===== src/rtl/micro_sequencer_if.sv =====
// ---------------------------------------------------------------------------
// micro_sequencer_if
//   Host-side bus of the micro-sequencer: table programming, run handshake,
//   and the register-bank / ALU control it drives while stepping a program.
//
//   master : host / test logic (drives programming and start, observes run)
//   slave  : micro_sequencer
//
//   prog_we/prog_addr/prog_data  table write port (ignored while busy)
//   start/len                    run request and instruction count
//   busy/done                    run status (done is a one-cycle pulse)
//   pc/step_count                current entry index / instructions executed
//   alu_op/rd_addr/rs1_addr/rs2_addr/reg_we   per-instruction control
// ---------------------------------------------------------------------------
interface micro_sequencer_if #(
  parameter int OP_W   = 4,
  parameter int REG_AW = 4,
  parameter int DEPTH  = 8
);
  localparam int PC_W = $clog2(DEPTH);
  localparam int UI_W = OP_W + 3 * REG_AW;

  logic              prog_we;
  logic [PC_W-1:0]   prog_addr;
  logic [UI_W-1:0]   prog_data;
  logic              start;
  logic [PC_W:0]     len;

  logic              busy;
  logic              done;
  logic [PC_W-1:0]   pc;
  logic [OP_W-1:0]   alu_op;
  logic [REG_AW-1:0] rd_addr;
  logic [REG_AW-1:0] rs1_addr;
  logic [REG_AW-1:0] rs2_addr;
  logic              reg_we;
  logic [PC_W:0]     step_count;

  modport master (
    output prog_we, prog_addr, prog_data, start, len,
    input  busy, done, pc, alu_op, rd_addr, rs1_addr, rs2_addr, reg_we, step_count
  );

  modport slave (
    input  prog_we, prog_addr, prog_data, start, len,
    output busy, done, pc, alu_op, rd_addr, rs1_addr, rs2_addr, reg_we, step_count
  );
endinterface


===== src/rtl/micro_sequencer.sv =====
// ---------------------------------------------------------------------------
// micro_sequencer
//   Steps through a writable table of micro-instructions {op, rd, rs1, rs2}
//   (MSB first). Each entry takes a FETCH cycle (load instruction register)
//   and an EXEC cycle (drive register addresses, ALU opcode and reg_we).
//   A run is started from IDLE with a length (clamped to DEPTH); an entry
//   whose op equals HALT_OP ends the run at FETCH without any write.
//
//   clk  : rising-edge clock
//   rst  : synchronous, active-high reset (clears FSM, counters and table)
//   bus  : micro_sequencer_if.slave -- programming port, start/busy/done
//          handshake, and register-bank / ALU control outputs
// ---------------------------------------------------------------------------
module micro_sequencer #(
  parameter int              OP_W    = 4,
  parameter int              REG_AW  = 4,
  parameter int              DEPTH   = 8,
  parameter logic [OP_W-1:0] HALT_OP = '1
) (
  input  logic                clk,
  input  logic                rst,
  micro_sequencer_if.slave    bus
);
  localparam int PC_W = $clog2(DEPTH);
  localparam int UI_W = OP_W + 3 * REG_AW;
  localparam logic [PC_W:0] DEPTH_L = (PC_W + 1)'(DEPTH);

  typedef enum logic [1:0] {
    S_IDLE,
    S_FETCH,
    S_EXEC,
    S_DONE
  } state_e;

  state_e            state_q, state_d;
  logic [PC_W-1:0]   pc_q, pc_d;
  logic [PC_W:0]     step_q, step_d;
  logic [PC_W:0]     len_q, len_d;
  logic [UI_W-1:0]   ir_q, ir_d;
  logic [UI_W-1:0]   table_q [DEPTH];

  logic [PC_W:0]     len_clamped;
  logic [UI_W-1:0]   fetch_word;
  logic [OP_W-1:0]   fetch_op;
  logic [OP_W-1:0]   ir_op;
  logic [PC_W:0]     step_inc;
  logic              busy_w;

  assign len_clamped = (bus.len > DEPTH_L) ? DEPTH_L : bus.len;
  assign fetch_word  = table_q[pc_q];
  assign fetch_op    = fetch_word[UI_W-1 -: OP_W];
  assign ir_op       = ir_q[UI_W-1 -: OP_W];
  assign step_inc    = step_q + 1'b1;
  assign busy_w      = (state_q == S_FETCH) || (state_q == S_EXEC);

  // -------------------------------------------------------------------------
  // State register
  // -------------------------------------------------------------------------
  // NOTE: all sequential state uses non-blocking assignments so every register
  // samples the pre-edge values of the others.
  always_ff @(posedge clk) begin
    if (rst) begin
      state_q <= S_IDLE;
      pc_q    <= '0;
      step_q  <= '0;
      len_q   <= '0;
      ir_q    <= '0;
    end else begin
      state_q <= state_d;
      pc_q    <= pc_d;
      step_q  <= step_d;
      len_q   <= len_d;
      ir_q    <= ir_d;
    end
  end

  // Micro-instruction table. Writes are only accepted outside a run so the
  // program cannot change under the sequencer's feet.
  // NOTE: reset must clear every entry, so the table is a flop array with a
  // reset loop rather than an inferred RAM.
  always_ff @(posedge clk) begin
    if (rst) begin
      for (int i = 0; i < DEPTH; i++) table_q[i] <= '0;
    end else if (bus.prog_we && !busy_w) begin
      table_q[bus.prog_addr] <= bus.prog_data;
    end
  end

  // -------------------------------------------------------------------------
  // Next-state logic
  // -------------------------------------------------------------------------
  // NOTE: every variable gets its hold value first, so no path through the
  // case can leave one unassigned and infer a latch.
  always_comb begin
    state_d = state_q;
    pc_d    = pc_q;
    step_d  = step_q;
    len_d   = len_q;
    ir_d    = ir_q;
    unique case (state_q)
      S_IDLE: begin
        if (bus.start) begin
          step_d = '0;
          len_d  = len_clamped;
          if (len_clamped != '0) begin
            pc_d    = '0;
            state_d = S_FETCH;
          end else begin
            state_d = S_DONE;
          end
        end
      end
      S_FETCH: begin
        ir_d    = fetch_word;
        state_d = (fetch_op == HALT_OP) ? S_DONE : S_EXEC;
      end
      S_EXEC: begin
        step_d = step_inc;
        // len_q <= DEPTH, so pc only advances while another entry exists
        // and never wraps past DEPTH-1.
        if (step_inc == len_q) begin
          state_d = S_DONE;
        end else begin
          pc_d    = pc_q + 1'b1;
          state_d = S_FETCH;
        end
      end
      S_DONE:  state_d = S_IDLE;
      default: state_d = S_IDLE;
    endcase
  end

  // -------------------------------------------------------------------------
  // Output logic
  // -------------------------------------------------------------------------
  always_comb begin
    bus.busy       = busy_w;
    bus.done       = (state_q == S_DONE);
    bus.pc         = pc_q;
    bus.step_count = step_q;
    bus.alu_op     = '0;
    bus.rd_addr    = '0;
    bus.rs1_addr   = '0;
    bus.rs2_addr   = '0;
    bus.reg_we     = 1'b0;
    if (state_q == S_EXEC) begin
      bus.alu_op   = ir_op;
      bus.rd_addr  = ir_q[3*REG_AW-1 -: REG_AW];
      bus.rs1_addr = ir_q[2*REG_AW-1 -: REG_AW];
      bus.rs2_addr = ir_q[REG_AW-1:0];
      // Gated by rst so a reset edge never doubles as a register-bank write.
      bus.reg_we   = !rst && (ir_op != HALT_OP);
    end
  end
endmodule


===== src/flat_wrapper.sv =====
// flat-port wrapper written by rule: the top's interface ports become plain ports
module micro_sequencer_flat 
#(
  parameter int              OP_W    = 4,
  parameter int              REG_AW  = 4,
  parameter int              DEPTH   = 8,
  parameter logic [OP_W-1:0] HALT_OP = '1
)
  (clk, rst, bus_prog_we, bus_prog_addr, bus_prog_data, bus_start, bus_len, bus_busy, bus_done, bus_pc, bus_alu_op, bus_rd_addr, bus_rs1_addr, bus_rs2_addr, bus_reg_we, bus_step_count);
  micro_sequencer_if #(.OP_W(OP_W), .REG_AW(REG_AW), .DEPTH(DEPTH)) bus_i ();
  input  logic clk;
  input  logic rst;
  input wire logic [$bits(bus_i.prog_we)-1:0] bus_prog_we;
  input wire logic [$bits(bus_i.prog_addr)-1:0] bus_prog_addr;
  input wire logic [$bits(bus_i.prog_data)-1:0] bus_prog_data;
  input wire logic [$bits(bus_i.start)-1:0] bus_start;
  input wire logic [$bits(bus_i.len)-1:0] bus_len;
  output wire logic [$bits(bus_i.busy)-1:0] bus_busy;
  output wire logic [$bits(bus_i.done)-1:0] bus_done;
  output wire logic [$bits(bus_i.pc)-1:0] bus_pc;
  output wire logic [$bits(bus_i.alu_op)-1:0] bus_alu_op;
  output wire logic [$bits(bus_i.rd_addr)-1:0] bus_rd_addr;
  output wire logic [$bits(bus_i.rs1_addr)-1:0] bus_rs1_addr;
  output wire logic [$bits(bus_i.rs2_addr)-1:0] bus_rs2_addr;
  output wire logic [$bits(bus_i.reg_we)-1:0] bus_reg_we;
  output wire logic [$bits(bus_i.step_count)-1:0] bus_step_count;
  assign bus_i.prog_we = bus_prog_we;
  assign bus_i.prog_addr = bus_prog_addr;
  assign bus_i.prog_data = bus_prog_data;
  assign bus_i.start = bus_start;
  assign bus_i.len = bus_len;
  assign bus_busy = bus_i.busy;
  assign bus_done = bus_i.done;
  assign bus_pc = bus_i.pc;
  assign bus_alu_op = bus_i.alu_op;
  assign bus_rd_addr = bus_i.rd_addr;
  assign bus_rs1_addr = bus_i.rs1_addr;
  assign bus_rs2_addr = bus_i.rs2_addr;
  assign bus_reg_we = bus_i.reg_we;
  assign bus_step_count = bus_i.step_count;
  micro_sequencer #(.OP_W(OP_W), .REG_AW(REG_AW), .DEPTH(DEPTH), .HALT_OP(HALT_OP)) u_core (.clk(clk), .rst(rst), .bus(bus_i));
endmodule

===== config.mk =====
export PLATFORM = sky130hd
export DESIGN_NAME = micro_sequencer_flat
export DESIGN_NICKNAME = d
export VERILOG_FILES = /design/src/rtl/micro_sequencer_if.sv /design/src/rtl/micro_sequencer.sv /design/src/flat_wrapper.sv
export SDC_FILE = /design/constraint.sdc
export NUM_CORES = 1
export LEC_CHECK = 0
export CAP_MARGIN = 15
export CORE_ASPECT_RATIO = 0.75
export CORE_MARGIN = 3
export CORE_UTILIZATION = 53
export DETAILED_ROUTE_END_ITERATION = 16
export MAX_ROUTING_LAYER = met4
export PLACE_DENSITY_LB_ADDON = 0.12
export SLEW_MARGIN = 30
export SYNTH_ARGS = -nofsm -noshare
export SYNTH_HDL_FRONTEND = slang
export SYNTH_SLANG_ARGS = --single-unit

===== constraint.sdc =====
create_clock -name clk -period 2.8 [get_ports clk]
set_input_delay 0.7 -clock clk [delete_from_list [all_inputs] [get_ports clk]]
set_output_delay 0.7 -clock clk [all_outputs]
set_load 0.01 [all_outputs]

==> metrics.csv <==
metric;value;unit
grt_pass1_vias;4247;
ant_nets;0;
fmax;380;MHz
hp-class;register to register;
numPortBuffers;52;
cp_data_required_time;2.10;ns
grt_usage;22.9;%
ioPinCount;53;
fin_nets;628;
rsz0062_at_grt;false;
postLayoutCoreUtil;66.6;%
routedWlPerCell;20.2;um
synth_top_family_by_area;simple AND/OR/NAND/NOR gates;
timing.setup.tns;0;ns
slew_headroom;62.0;%
yosysWarnings;0;
synth-simple-area-share;17.6;%
worst_pin_slew;0.569;ns
dieArea;15200;um^2
dpl.hpwl;10700;um
drt_pass1_iterations;5;
ys_seq_area_share;61.5;%
die_w;141;um
synth_area;7290;um^2
status;finished, final reports clean;
synth-xor-area-share;0.721;%
clock-sinks;160;
irDropWorstVdd;500;uV
dp_cells;747;
cp-end-kind;output pin;
post-route-drc-count;0;
cp-start-kind;register;
final_cell_mix;and2_1, edfxtp_1, clkdlybuf4s50_1, nor2_1, buf_4;
synthesis.nets;550;
cp_slowest_stage_delay;0.53;ns
drive_gt1_share;16.0;%
cts_tree;done;
antenna_found_initial;0;
synth_top_area_share;52.8;%
cp_slowest_cell;clkdlybuf4s50_1;
power.density;676;nW/um^2
final_max_slew_viol_count;0;
syn_inst;517;
post-route-period-util;94.0;%
maxCapViolations;0;
cts_inserted_buffers;17;
synthFlopType;edfxtp_1;
grt_start_max_net_pins;33;
fin_cells;779;
vias;4374;
postCtsSetupBuffers;0;
drt-total-wl;15700;um
synthAdderAreaFrac;1.03;%
final_common_cell;and2_1;
drt-initial-drc-count;409;
rows;36;
cts-htree-levels;4;
synth.avg_cell_area;14.1;um^2
die_y;108;um
path_buf_inv;2;
core-area;13200;um^2
fin_crit;2.63;ns
crit_type;register to output pin;
clock_skew;0.00807;ns
initial_core_util;55.2;%
cts.root.buffer_cell;clkbuf_16;
place.gp.congestion;0.800;
area_growth;20.6;%
cp_max_fo;18;
crit_family;buffers and inverters;
clk-insertion-delay-late;0.42;ns
setup_viol;0;
crit_arrival;1.93;ns
ys_seq_elements;160;
gr-total-overflow;0;
synth_cell_types;44;
hold_viol_final;0;
async_flop_share;0;%
p_leak;0.00318;uW
synth_top_area_cell;edfxtp_1;
synth_mux_area_share;12.7;%
synth_edf_count;128;
crit_chain;inv_1 > ha_2 > and3_1 > clkdlybuf4s50_1;
vias_per_cell;5.61;
synth_compound_area_share;4.02;%
grt_pass1_wl;24500;um
path_clk_slew;0.06;ns
cts_buffer_depth;2;
yosys-top-cells-area;edfxtp_1, and2_1, dfxtp_1;
num_antenna_cells;0;
[report_power, final]
group / internal, uW / switching (uW)
logic: 331 / 388
registers: 2720 / 85.0
clock network: 1490 / 918
[area by class of cell]
| cell class | count | area (um^2) |
|---|---|---|
| multi-input combinational | 325 | 2630 |
| fill | 943 | 4410 |
| tap | 171 | 214 |
| clock inverter | 14 | 191 |
| sequential | 160 | 4490 |
| clock buffer | 18 | 429 |
| timing repair buffer | 88 | 828 |
| inverter | 3 | 11.3 |
[routing by layer]
layer,share of wire [%],routed length [um],vias to the layer above,track usage [%]
met1,47,7400,2137,33.1
met3,7.1,1120,15,6.48
li1,-,-,2065,-
met5,0,0,-,-
met4,1.0,165,0,6.16
met2,45,7040,157,32.2
[Yosys cell counts, drive strengths merged (2+ instances only)]
cell    instances
and2          145
edfxtp        128
nor2           33
dfxtp          32
mux4           31
mux2i          18
clkbuf         17
a211oi         15
buf            12
a21oi          11
o21ai          11
nand2           8
ha              6
nand2b          5
nand3           4
nor3b           4
xnor2           4
inv             3
nand4           3
nor4            3
or2             3
a22oi           2
nand3b          2
nor3            2
o21a            2
or3             2
xor2            2
[registers in the layout, summed over array words and instances (netlist names), named ones only]
register,count
u_core.bus.pc,3
u_core.bus.step_count,4
u_core.ir_q,16
u_core.len_q,4
u_core.state_q,2
u_core.table_q,128
[path summary, 6_finish.rpt]
kind,cells after the start,slack [ns],start,endpoint
setup / recovery,4,0.17,u_core.state_q[0]$_SDFFE_PP0P_,bus_reg_we
hold / removal,2,0.48,u_core.len_q[3]$_SDFFE_PP0P_,u_core.len_q[3]$_SDFFE_PP0P_
setup reg to reg,7,0.52,u_core.state_q[0]$_SDFFE_PP0P_,u_core.table_q[0][0]$_SDFFCE_PN0P_
hold reg to reg,2,0.48,u_core.len_q[3]$_SDFFE_PP0P_,u_core.len_q[3]$_SDFFE_PP0P_
[per-stage QoR]
step                      setup slack [ns]  hold WS [ns]  power (uW)  cell area [um^2]
after floorplan                     0.0193         0.450        3290              7290
after global placement               0.198         0.461        3560              8160
after detailed placement             0.189         0.470        3580              8160
after CTS                           0.0246         0.478        5980              8780
after global routing                0.0434         0.495        6170              8780
final                                0.167         0.476        5930              8780
[kinds of logic after synthesis]
logic type | after synthesis
AND/OR/NAND/NOR | 218
flip-flops | 160
multiplexers | 50
AO/OA/AOI/OAI | 45
buffers and inverters | 32
XOR/XNOR | 6
adder cells (fa/ha/maj) | 6
[tightest hold or removal path, cell delays in order (launching register included)]
cell	delay, ns
dfxtp_1	0.32
nand2_1	0.05
a21oi_1	0.05
[timing repair]
| item | 4_1_cts | 5_1_grt |
|---|---|---|
| resized for setup | 0 | 1 |
| hold buffers | 0 | 0 |
| endpoints found under the setup margin | 0 | 17 |
Note: power is estimated with default switching activity, not from simulation.
